--- config.mk ---
export PLATFORM = sky130hd
export DESIGN_NAME = vga_timing_gen
export DESIGN_NICKNAME = d
export VERILOG_FILES = /design/src/rtl/vga_timing_pkg.sv /design/src/rtl/timing_axis.sv /design/src/rtl/vga_timing_gen.sv
export SDC_FILE = /design/constraint.sdc
export NUM_CORES = 1
export LEC_CHECK = 0
export BUFFER_PORTS_ARGS = -buffer_cell sky130_fd_sc_hd__buf_4
export CORE_MARGIN = 2
export CORE_UTILIZATION = 49
export DETAILED_ROUTE_END_ITERATION = 7
export PLACE_DENSITY = 0.72
export SLEW_MARGIN = 20
export SYNTH_ARGS = -nofsm -noshare
export SYNTH_HDL_FRONTEND = slang
export SYNTH_SLANG_ARGS = --single-unit
--- constraint.sdc ---
create_clock -name vclock -period 2.39 [get_ports vclock]
set_input_delay 0.239 -clock vclock [delete_from_list [all_inputs] [get_ports vclock]]
set_output_delay 0.239 -clock vclock [all_outputs]
set_load 0.1 [all_outputs]
--- src/rtl/vga_timing_pkg.sv ---
// Shared raster timing constants for the video pipeline: per-mode porch/sync
// figures, derived totals and sync windows, and the coordinate widths.
package vga_timing_pkg;

   localparam int HCOUNT_W = 11;
   localparam int VCOUNT_W = 10;

   typedef struct packed {
      int unsigned active;
      int unsigned fp;
      int unsigned sync;
      int unsigned bp;
   } axis_timing_t;

   function automatic int unsigned axis_total(axis_timing_t t);
      return t.active + t.fp + t.sync + t.bp;
   endfunction

   function automatic int unsigned axis_sync_start(axis_timing_t t);
      return t.active + t.fp;
   endfunction

   function automatic int unsigned axis_sync_end(axis_timing_t t);
      return t.active + t.fp + t.sync;
   endfunction

   // XGA 1024x768@60, 65 MHz pixel rate
   localparam axis_timing_t XGA_H = '{active: 1024, fp: 24, sync: 136, bp: 160};
   localparam axis_timing_t XGA_V = '{active: 768,  fp: 3,  sync: 6,   bp: 29};

   // VGA 640x480@60, 25.175 MHz pixel rate
   localparam axis_timing_t VGA_H = '{active: 640, fp: 16, sync: 96, bp: 48};
   localparam axis_timing_t VGA_V = '{active: 480, fp: 10, sync: 2,  bp: 33};

   localparam int unsigned XGA_H_TOTAL      = axis_total(XGA_H);
   localparam int unsigned XGA_V_TOTAL      = axis_total(XGA_V);
   localparam int unsigned XGA_HSYNC_START  = axis_sync_start(XGA_H);
   localparam int unsigned XGA_HSYNC_END    = axis_sync_end(XGA_H);
   localparam int unsigned XGA_VSYNC_START  = axis_sync_start(XGA_V);
   localparam int unsigned XGA_VSYNC_END    = axis_sync_end(XGA_V);

   localparam int unsigned VGA_H_TOTAL      = axis_total(VGA_H);
   localparam int unsigned VGA_V_TOTAL      = axis_total(VGA_V);
   localparam int unsigned VGA_HSYNC_START  = axis_sync_start(VGA_H);
   localparam int unsigned VGA_HSYNC_END    = axis_sync_end(VGA_H);
   localparam int unsigned VGA_VSYNC_START  = axis_sync_start(VGA_V);
   localparam int unsigned VGA_VSYNC_END    = axis_sync_end(VGA_V);

endpackage

--- src/rtl/timing_axis.sv ---
// One raster axis: a wrapping position counter plus the sync window decode,
// both taken from the next count so the registered sync lines up with it.
module timing_axis #(
   parameter int unsigned ACTIVE = 1024,
   parameter int unsigned FP     = 24,
   parameter int unsigned SYNC   = 136,
   parameter int unsigned BP     = 160,
   parameter logic        POL    = 1'b0,
   parameter int          W      = 11
) (
   input  logic         clk,
   input  logic         reset,
   input  logic         inc,
   output logic [W-1:0] count,
   output logic         wrap,
   output logic         sync,
   output logic         active_next
);

   localparam int unsigned TOTAL      = ACTIVE + FP + SYNC + BP;
   localparam int unsigned SYNC_START = ACTIVE + FP;
   localparam int unsigned SYNC_END   = SYNC_START + SYNC;
   localparam logic [W-1:0] LAST      = W'(TOTAL - 1);

   logic [W-1:0] count_next;
   logic [31:0]  next_ext;
   logic         sync_next;

   // Next position and its window membership; compared at 32 bits so a
   // window end equal to 2**W is still represented exactly.
   always_comb begin
      wrap       = inc && (count == LAST);
      count_next = count;
      if (wrap) begin
         count_next = '0;
      end else if (inc) begin
         count_next = count + W'(1);
      end
      next_ext    = 32'(count_next);
      active_next = (next_ext < ACTIVE);
      sync_next   = ((next_ext >= SYNC_START) && (next_ext < SYNC_END)) ? POL : ~POL;
   end

   always_ff @(posedge clk) begin
      if (reset) begin
         count <= '0;
         sync  <= ~POL;
      end else begin
         count <= count_next;
         sync  <= sync_next;
      end
   end

endmodule

--- src/rtl/vga_timing_gen.sv ---
// Raster timing generator: pixel coordinates, syncs, blanking and
// line/frame start pulses, advancing only on pixel-enable cycles.
module vga_timing_gen
   import vga_timing_pkg::*;
#(
   parameter int unsigned H_ACTIVE = XGA_H.active,
   parameter int unsigned H_FP     = XGA_H.fp,
   parameter int unsigned H_SYNC   = XGA_H.sync,
   parameter int unsigned H_BP     = XGA_H.bp,
   parameter int unsigned V_ACTIVE = XGA_V.active,
   parameter int unsigned V_FP     = XGA_V.fp,
   parameter int unsigned V_SYNC   = XGA_V.sync,
   parameter int unsigned V_BP     = XGA_V.bp,
   parameter logic        HS_POL   = 1'b0,
   parameter logic        VS_POL   = 1'b0
) (
   input  logic                vclock,
   input  logic                reset,
   input  logic                ce,
   output logic [HCOUNT_W-1:0] hcount,
   output logic [VCOUNT_W-1:0] vcount,
   output logic                hsync,
   output logic                vsync,
   output logic                blank,
   output logic                line_start,
   output logic                frame_start
);

   localparam int unsigned H_TOTAL = H_ACTIVE + H_FP + H_SYNC + H_BP;
   localparam int unsigned V_TOTAL = V_ACTIVE + V_FP + V_SYNC + V_BP;

   generate
      if (H_TOTAL > (2 ** HCOUNT_W)) begin : g_h_total_check
         $error("vga_timing_gen: H_TOTAL does not fit the hcount width");
      end
      if (V_TOTAL > (2 ** VCOUNT_W)) begin : g_v_total_check
         $error("vga_timing_gen: V_TOTAL does not fit the vcount width");
      end
   endgenerate

   logic h_wrap;
   logic v_wrap;
   logic v_inc;
   logic h_active_next;
   logic v_active_next;

   // The vertical axis only steps on the enabled cycle that ends a line, so
   // its wrap is exactly the enabled cycle that returns the raster to (0,0).
   assign v_inc = ce & h_wrap;

   timing_axis #(
      .ACTIVE (H_ACTIVE),
      .FP     (H_FP),
      .SYNC   (H_SYNC),
      .BP     (H_BP),
      .POL    (HS_POL),
      .W      (HCOUNT_W)
   ) u_h_axis (
      .clk         (vclock),
      .reset       (reset),
      .inc         (ce),
      .count       (hcount),
      .wrap        (h_wrap),
      .sync        (hsync),
      .active_next (h_active_next)
   );

   timing_axis #(
      .ACTIVE (V_ACTIVE),
      .FP     (V_FP),
      .SYNC   (V_SYNC),
      .BP     (V_BP),
      .POL    (VS_POL),
      .W      (VCOUNT_W)
   ) u_v_axis (
      .clk         (vclock),
      .reset       (reset),
      .inc         (v_inc),
      .count       (vcount),
      .wrap        (v_wrap),
      .sync        (vsync),
      .active_next (v_active_next)
   );

   // Pulses are set only by an enabled wrap, so a stalled ce drops them after
   // one vclock; blank follows the next counts, which hold while ce is low.
   always_ff @(posedge vclock) begin
      if (reset) begin
         blank       <= 1'b0;
         line_start  <= 1'b0;
         frame_start <= 1'b0;
      end else begin
         blank       <= ~(h_active_next & v_active_next);
         line_start  <= h_wrap;
         frame_start <= v_wrap;
      end
   end

endmodule

* Yosys cells after proc, flatten, opt, wreduce, memory -nomap -nowiden
Cells that the tools add are included.
** Word-level totals
- Latch bits :: 0
- Memories kept :: 0
- ROM bits :: 0
- RAM bits :: 0
- Output and inout bits :: 26
- Logic and storage cells :: 30
- Register bits :: 26
- Input bits :: 3
** Operators by class
- Reductions and logical operators :: 4
- Muxes and demuxes :: 6
- $add $sub $neg :: 2
- $mul :: 0
- Div/mod/pow operators :: 0
- Eq/ne operators :: 2
- Magnitude comparators :: 6
- Shifts and indexed selects :: 0
- Bitwise logic cells :: 3
** Operator list (count)
- 11-bit < comparator, second input constant :: 2
- 11-bit 2-to-1 mux :: 2
- 10-bit < comparator, second input constant :: 2
- 10-bit 2-to-1 mux :: 2
- 11-bit by 1-bit adder with 11-bit output, second input constant :: 1
- 11-bit equality test, second input constant :: 1
- 11-bit >= comparator, second input constant :: 1
- 10-bit by 1-bit adder with 10-bit output, second input constant :: 1
- 10-bit equality test, second input constant :: 1
- 10-bit >= comparator, second input constant :: 1
- 1-bit logical AND :: 4
- 1-bit AND :: 2
- 1-bit 2-to-1 mux :: 2
- 1-bit inverter :: 1

* Depth between registers and ports, before layout
Gate-level depths: netlist of the first run.
- Depth in word-level cells :: 8
- Mapped depth :: 9
- Gate-level depth less buffers :: 8

* Hierarchy
From an unflattened synthesis of the first run, not the netlist that was laid out.
** Unflattened totals
- Cells, all modules :: 175
- Area total of the unflattened synthesis :: 1492.7 um^2
** By module, submodules not included
- timing_axis at u_v_axis :: cells each 86, sequential area each 220.2 um^2, times used 1, area each 728.2 um^2
- timing_axis at u_h_axis :: cells each 82, sequential area each 240.2 um^2, times used 1, area each 680.7 um^2
- vga_timing_gen :: cells each 7, sequential area each 60.1 um^2, times used 1, area each 83.8 um^2

* Worst setup path after synthesis of the first run
OpenSTA, ideal clock, no wires.
- Path kind :: reg2reg
- From :: register u_h_axis.count[0]
- To :: register blank
- Data required time :: 2270 ps
- Path slack :: -500 ps
- Library setup time :: 120 ps
- Path buffers :: 1
- Clock period less this slack :: 2890 ps
- Stages on the path, launching flop included :: 9
- Data arrival time :: 2770 ps
- Cell sequence :: dfxtp_1 ha_1 nand4_4 or3_1 buf_6 o31a_1 o21ai_1 a21oi_1 or2_1
** Between the ends
- Word-level cells in the longest chain between the ends :: 8
- Elaborated cells on any way between the ends :: 13
- Classes of those cells :: add/sub: 1; order compare: 2; eq/ne: 1; mux: 4; bitwise: 3; reduce/logical: 2
** Ends and longest elaborated chain
- start: declaration :: RTL line timing_axis.sv:14 : output logic [W-1:0] count,
- start signal: assignment :: RTL line timing_axis.sv:49 : count <= count_next;
- parallel branches: the longest is 6 deep, another holds 11-bit by 1-bit adder with 11-bit output
- 1-bit AND (*) :: RTL line vga_timing_gen.sv:93 : blank <= ~(h_active_next & v_active_next);
- 1-bit inverter (*) :: RTL line vga_timing_gen.sv:93
- end signal: assignment :: RTL line vga_timing_gen.sv:93
- end: declaration :: RTL line vga_timing_gen.sv:24 : output logic blank,
Every way passes the cells marked *.
A chain may end at the register's enable or synchronous reset.

* Worst setup path in the final report of the first run
Same ends and word-level chain as after synthesis.

==> flow_summary.toml, run 1 <==
[clock_network]
cts_root_buf = "clkbuf_4"
postCtsSetupBuffers = 0
clockBufferDepth = 2
cts_resized = 0
cts_max_level = 1
cts_tree = "done"
clk_pin_slew_ns = 0.14
hold_buffers = 0
cts_inserted_buffers = 3
cts_sinks = 26
clkLatencyLatePin_ns = 0.33

[synth]
synth_compound_area_frac = 0.112
yosysTopAreaCellShare = 0.350
synthMuxAreaShare = 0.0210
yosys.area_share.simple = 0.313
synth_top_cells_by_count = "dfxtp_1, nor2_1, nor3_1, a21oi_1, nand3_1"
avgSynthCellArea_um2 = 8.76
syn_area_mm2 = 0.00149
synth_warnings = 0
synth_top_family_by_area = "simple AND/OR/NAND/NOR gates"
yosys-top-cells-area = "dfxtp_1, xnor2_1, nor2_1"
synth_edf_count = 0
synth_seq_area_share = 0.350
synth.most_common_cell = "dfxtp_1"
async_flop_share = 0
synth_top_flop_cell = "dfxtp_1"
synth-seq-cells = 26
synth_nets = 176
synth_xor_area_frac = 0.0882
yosysTopAreaCell = "dfxtp_1"
synthAdderAreaFrac = 0.0252
synth_cells = 170
synth.distinct_cells = 51

[die]
fp.dieW_um = 59.1
die-area_mm2 = 0.00350
initial_core_util = 0.500
io_pins = 29
core_area_mm2 = 0.00298
num_rows = 20
die_h_um = 59.1

[sta]
finalSetupViolCount = 0
min_period_over_period = 0.917
fin_skew_ns = 0.00686
hold_viol = 0
fmax_ghz = 0.456
tightest_slew_ns = 0.676
worst_hold_slack_ns = 0.194
maxSlewViolCount = 0
slew_headroom = 0.545
finalCriticalPeriod_ns = 2.19
rsz0062_at_grt = "false"
setup-tns-final_ns = 0

[setup_path]
cp_max_fo = 9
critPathLaunchType = "flip-flop"
crit_type = "flip-flop to flip-flop"
rrSetupSlack_ns = 0.20
cp-end-kind = "flip-flop"
reg2reg_depth = 7
arrival_ns = 2.42
crit_path_start = "u_h_axis.count[0]$_SDFF_PP0_"
r2r_end = "blank$_SDFF_PP0_"
worstReg2RegStart = "u_h_axis.count[0]$_SDFF_PP0_"
crit_required_ns = 2.62

[pwr]
power.leakage_nw = 0.644
p_sw_frac = 0.261
p_int_uw = 515
p_sw_uw = 182
powerDensity_mw_per_mm2 = 411
combPwrFrac = 0.080
peakVddDrop_v = 0.000332
p_clk_frac = 0.284
p_total_uw = 697
p_seq_frac = 0.636

[grt]
grt_usage = 0.212
overflow = 0
antenna_found_initial = 0
grt_pass1_vias = 1311
grt_max_degree = 18
grt_pass1_wl_um = 5610

[route]
via_per_inst = 5.96
drc = 0
drt-initial-drc-count = 32
wl_per_cell_um = 14.9
num_vias = 1335
ant_nets = 0
wl_um = 3350
dr.pass1.iters = 4

[status]
outcome = "complete, no violations"

[min_path]
hold_end = "u_v_axis.count[0]$_SDFF_PP0_"
hp-class = "primary input to flip-flop"
min_delay_path_depth = 2
min_from = "reset"

[place]
numPortBuffers = 28
post-place-cells = 220
dp_hpwl_um = 2440
routabilityCongestion = 0.870

[cells_and_area]
fin_nets = 198
n_antenna_cell = 0
fillerInstances = 282
drive_above_1_share = 0.314
syn_to_final_growth_pct = 13.9
final_cells = 224

[run]
drv_cap = 0
## cells in the final DEF, fill, tap and decap left out, drive strengths merged, types with 2 or more instances in the layout
| master | synthesis | final |
|---|---|---|
| nor3 | 13 | 13 |
| nor2 | 18 | 18 |
| nand3b | 2 | 2 |
| nand3 | 9 | 9 |
| nor2b | 2 | 2 |
| nand4b | 2 | 2 |
| dfxtp | 26 | 26 |
| o21ai | 5 | 5 |
| o211ai | 3 | 3 |
| and3 | 4 | 4 |
| nor4 | 3 | 3 |
| a21o | 2 | 2 |
| xor2 | 7 | 7 |
| or2 | 2 | 2 |
| inv | 2 | 2 |
| buf | 9 | 31 |
| ha | 3 | 3 |
| nand4 | 8 | 8 |
| clkbuf | 5 | 4 |
| mux2i | 2 | 2 |
| xnor2 | 8 | 8 |
| nand2 | 8 | 8 |
| a21oi | 9 | 9 |
## power by group through the flow
| stage | clock network [mW] | registers, mW | logic, mW |
|---|---|---|---|
| finish | 0.198 | 0.443 | 0.0561 |
| global route | 0.225 | 0.444 | 0.0591 |
| CTS | 0.209 | 0.443 | 0.0563 |
| detailed placement | 0 | 0.453 | 0.0563 |
| global placement | 0 | 0.451 | 0.0547 |
| floorplan | 0 | 0.478 | 0.0187 |
## metrics by stage
step / util / cell area [µm²] / setup slack [ns]
final: 0.570 / 1700 / 0.199
after detailed placement: 0.559 / 1670 / 0.148
after CTS: 0.568 / 1690 / 0.107
after global routing: 0.570 / 1700 / 0.101
after floorplan: - / 1520 / 0.0127
after global placement: 0.559 / 1670 / 0.273
## registers in the layout (all words and copies together) (netlist names)
name	cells
u_h_axis.count	11
u_v_axis.count	10
blank	1
frame_start	1
line_start	1
u_h_axis.sync	1
u_v_axis.sync	1
## critical path, cell delays in order, from the launching register on
cell and delay (ns):
dfxtp_4 0.41, ha_1 0.28, nand4_4 0.16, or3_4 0.45, o31a_1 0.31, o21ai_1 0.16, a21oi_1 0.10, or2_1 0.21
## final cells by class
| cell class | count | area [µm²] | share of cell area |
|---|---|---|---|
| Clock buffer | 4 | 26.3 | 0.0155 |
| Sequential cell | 26 | 551 | 0.324 |
| Timing Repair Buffer | 31 | 233 | 0.137 |
| Multi-Input combinational cell | 128 | 838 | 0.494 |
| Tap cell | 33 | 41.3 | 0.0243 |
| Inverter | 2 | 7.51 | 0.00442 |
## worst max path at each step
stage	to	cells after the start
floorplan	u_v_axis.sync$_SDFF_PP1_	7
global placement	blank$_SDFF_PP0_	7
detailed placement	blank$_SDFF_PP0_	7
CTS	blank$_SDFF_PP0_	7
global route	blank$_SDFF_PP0_	7
finish	blank$_SDFF_PP0_	7
## logic make-up (layout without fill, tap and decap cells)
logic type	count (synthesis)	count (layout)
AO/OA/AOI/OAI	26	26
XOR/XNOR	15	15
adder cells (fa/ha/maj)	3	3
buffers and inverters	16	37
flip-flops	26	26
multiplexers	3	3
AND/OR/NAND/NOR	81	81
## routing by layer
metal / part of all wire / vias up / GRT usage
li1: - / 651 / -
met1: 0.43 / 629 / 0.230
met2: 0.50 / 44 / 0.370
met3: 0.046 / 11 / 0.0459
met4: 0.029 / 0 / 0.136
met5: 0 / - / 0
No activity file was read; power rests on OpenSTA's default activity.
==> run 2: changes to the inputs <==
clock period = 2.45 ns   (was 2.39 ns; I/O delays follow)
==> flow_summary.toml, run 2 (same netlist as run 1, synthesis figures left out) <==
[route]
ant_nets = 0
num_vias = 1334
via_per_inst = 5.96
drt-initial-drc-count = 60
drc = 0
wl_per_cell_um = 14.0
dr.pass1.iters = 4
wl_um = 3130

[clock_network]
cts_tree = "done"
cts_max_level = 1
clkLatencyLatePin_ns = 0.33
postCtsSetupBuffers = 0
clockBufferDepth = 2
cts_inserted_buffers = 3
cts_resized = 0
cts_sinks = 26
hold_buffers = 0
cts_root_buf = "clkbuf_4"
clk_pin_slew_ns = 0.14

[die]
die-area_mm2 = 0.00350
fp.dieW_um = 59.1
num_rows = 20
core_area_mm2 = 0.00298
initial_core_util = 0.500
io_pins = 29
die_h_um = 59.1

[pwr]
power.leakage_nw = 0.646
powerDensity_mw_per_mm2 = 418
p_total_uw = 709
peakVddDrop_v = 0.000268

[grt]
grt_max_degree = 18
overflow = 0
grt_usage = 0.194
grt_pass1_vias = 1190
grt_pass1_wl_um = 5210
antenna_found_initial = 0

[setup_path]
r2r_end = "u_v_axis.sync$_SDFF_PP1_"
crit_type = "flip-flop to flip-flop"
worstReg2RegStart = "u_v_axis.count[0]$_SDFF_PP0_"
rrSetupSlack_ns = 0.26
crit_required_ns = 2.68
arrival_ns = 2.42
reg2reg_depth = 7
cp-end-kind = "flip-flop"
cp_max_fo = 12
critPathLaunchType = "flip-flop"

[sta]
slew_headroom = 0.606
setup-tns-final_ns = 0
min_period_over_period = 0.895
tightest_slew_ns = 0.586
finalSetupViolCount = 0
hold_viol = 0
fmax_ghz = 0.456
rsz0062_at_grt = "false"
maxSlewViolCount = 0
fin_skew_ns = 0.00424
finalCriticalPeriod_ns = 2.19

[cells_and_area]
reg_top3 = "u_h_axis.count: 11 flops, u_v_axis.count: 10 flops"
syn_to_final_growth_pct = 13.8
regArea_um2 = 543
final_cell_mix = "buf_4, nor2_1, nor3_1, dfxtp_1, dfxtp_2"
final_common_cell = "buf_4"
n_antenna_cell = 0
top_register = "u_h_axis.count"
multi_input_area_um2 = 833
finish.utilization = 0.569
fin_nets = 198
fillerInstances = 263
drive_above_1_share = 0.293
largest_reg_flops = 11

[run]
drv_cap = 0

[min_path]
min_delay_path_depth = 2
hold_end = "u_h_axis.count[9]$_SDFF_PP0_"
min_from = "reset"
hp-class = "primary input to flip-flop"

[place]
dp_hpwl_um = 2310
numPortBuffers = 28
routabilityCongestion = 0.900

[status]
outcome = "complete, no violations"
-- run 2: layout make-up --
cell class	count	area share
Timing Repair Buffer	31	0.137
Clock buffer	4	0.0214
Multi-Input combinational cell	128	0.492
Inverter	2	0.00443
Tap cell	33	0.0244
Sequential cell	26	0.321
-- run 2: power breakdown --
part | internal (mW) | total, mW | switching (mW)
clock | 0.0912 | 0.223 | 0.132
sequential | 0.426 | 0.433 | 0.00643
combinational | 0.0132 | 0.0530 | 0.0398
-- run 2: critical path: stages (launching register included) --
cell and delay (ns):
dfxtp_2 0.48, ha_1 0.19, nand3_1 0.09, or4_1 0.48
nand2_1 0.15, mux2_1 0.36, o221ai_1 0.23, nand3_1 0.11
-- run 2: per-layer routing --
metal	part of all wire	up-vias	global-route usage
li1	-	653	-
met1	0.46	621	0.254
met2	0.46	49	0.314
met3	0.057	11	0.0197
met4	0.029	0	0.101
met5	0	-	0
-- run 2: how the worst max path moves through the flow --
stage,startpoint,to,slack (ns),depth (start not counted)
finish,u_v_axis.count[0]$_SDFF_PP0_,u_v_axis.sync$_SDFF_PP1_,0.26,7
global route,u_h_axis.count[0]$_SDFF_PP0_,u_v_axis.sync$_SDFF_PP1_,0.08,7
CTS,u_h_axis.count[0]$_SDFF_PP0_,blank$_SDFF_PP0_,0.27,7
detailed placement,u_h_axis.count[0]$_SDFF_PP0_,blank$_SDFF_PP0_,0.29,7
global placement,u_h_axis.count[0]$_SDFF_PP0_,blank$_SDFF_PP0_,0.33,7
floorplan,u_v_axis.count[4]$_SDFF_PP0_,u_v_axis.sync$_SDFF_PP1_,0.007,7
-- run 2: per-stage QoR --
| stage | cell area, µm² | instances | hold WS (ns) | worst slack (ns) |
|---|---|---|---|---|
| after floorplan | 1510 | 170 | 0.447 | 0.00666 |
| after global placement | 1660 | 220 | 0.549 | 0.333 |
| after detailed placement | 1660 | 220 | 0.559 | 0.288 |
| after CTS | 1690 | 224 | 0.185 | 0.271 |
| after global routing | 1690 | 224 | 0.191 | 0.0841 |
| final | 1690 | 224 | 0.188 | 0.257 |
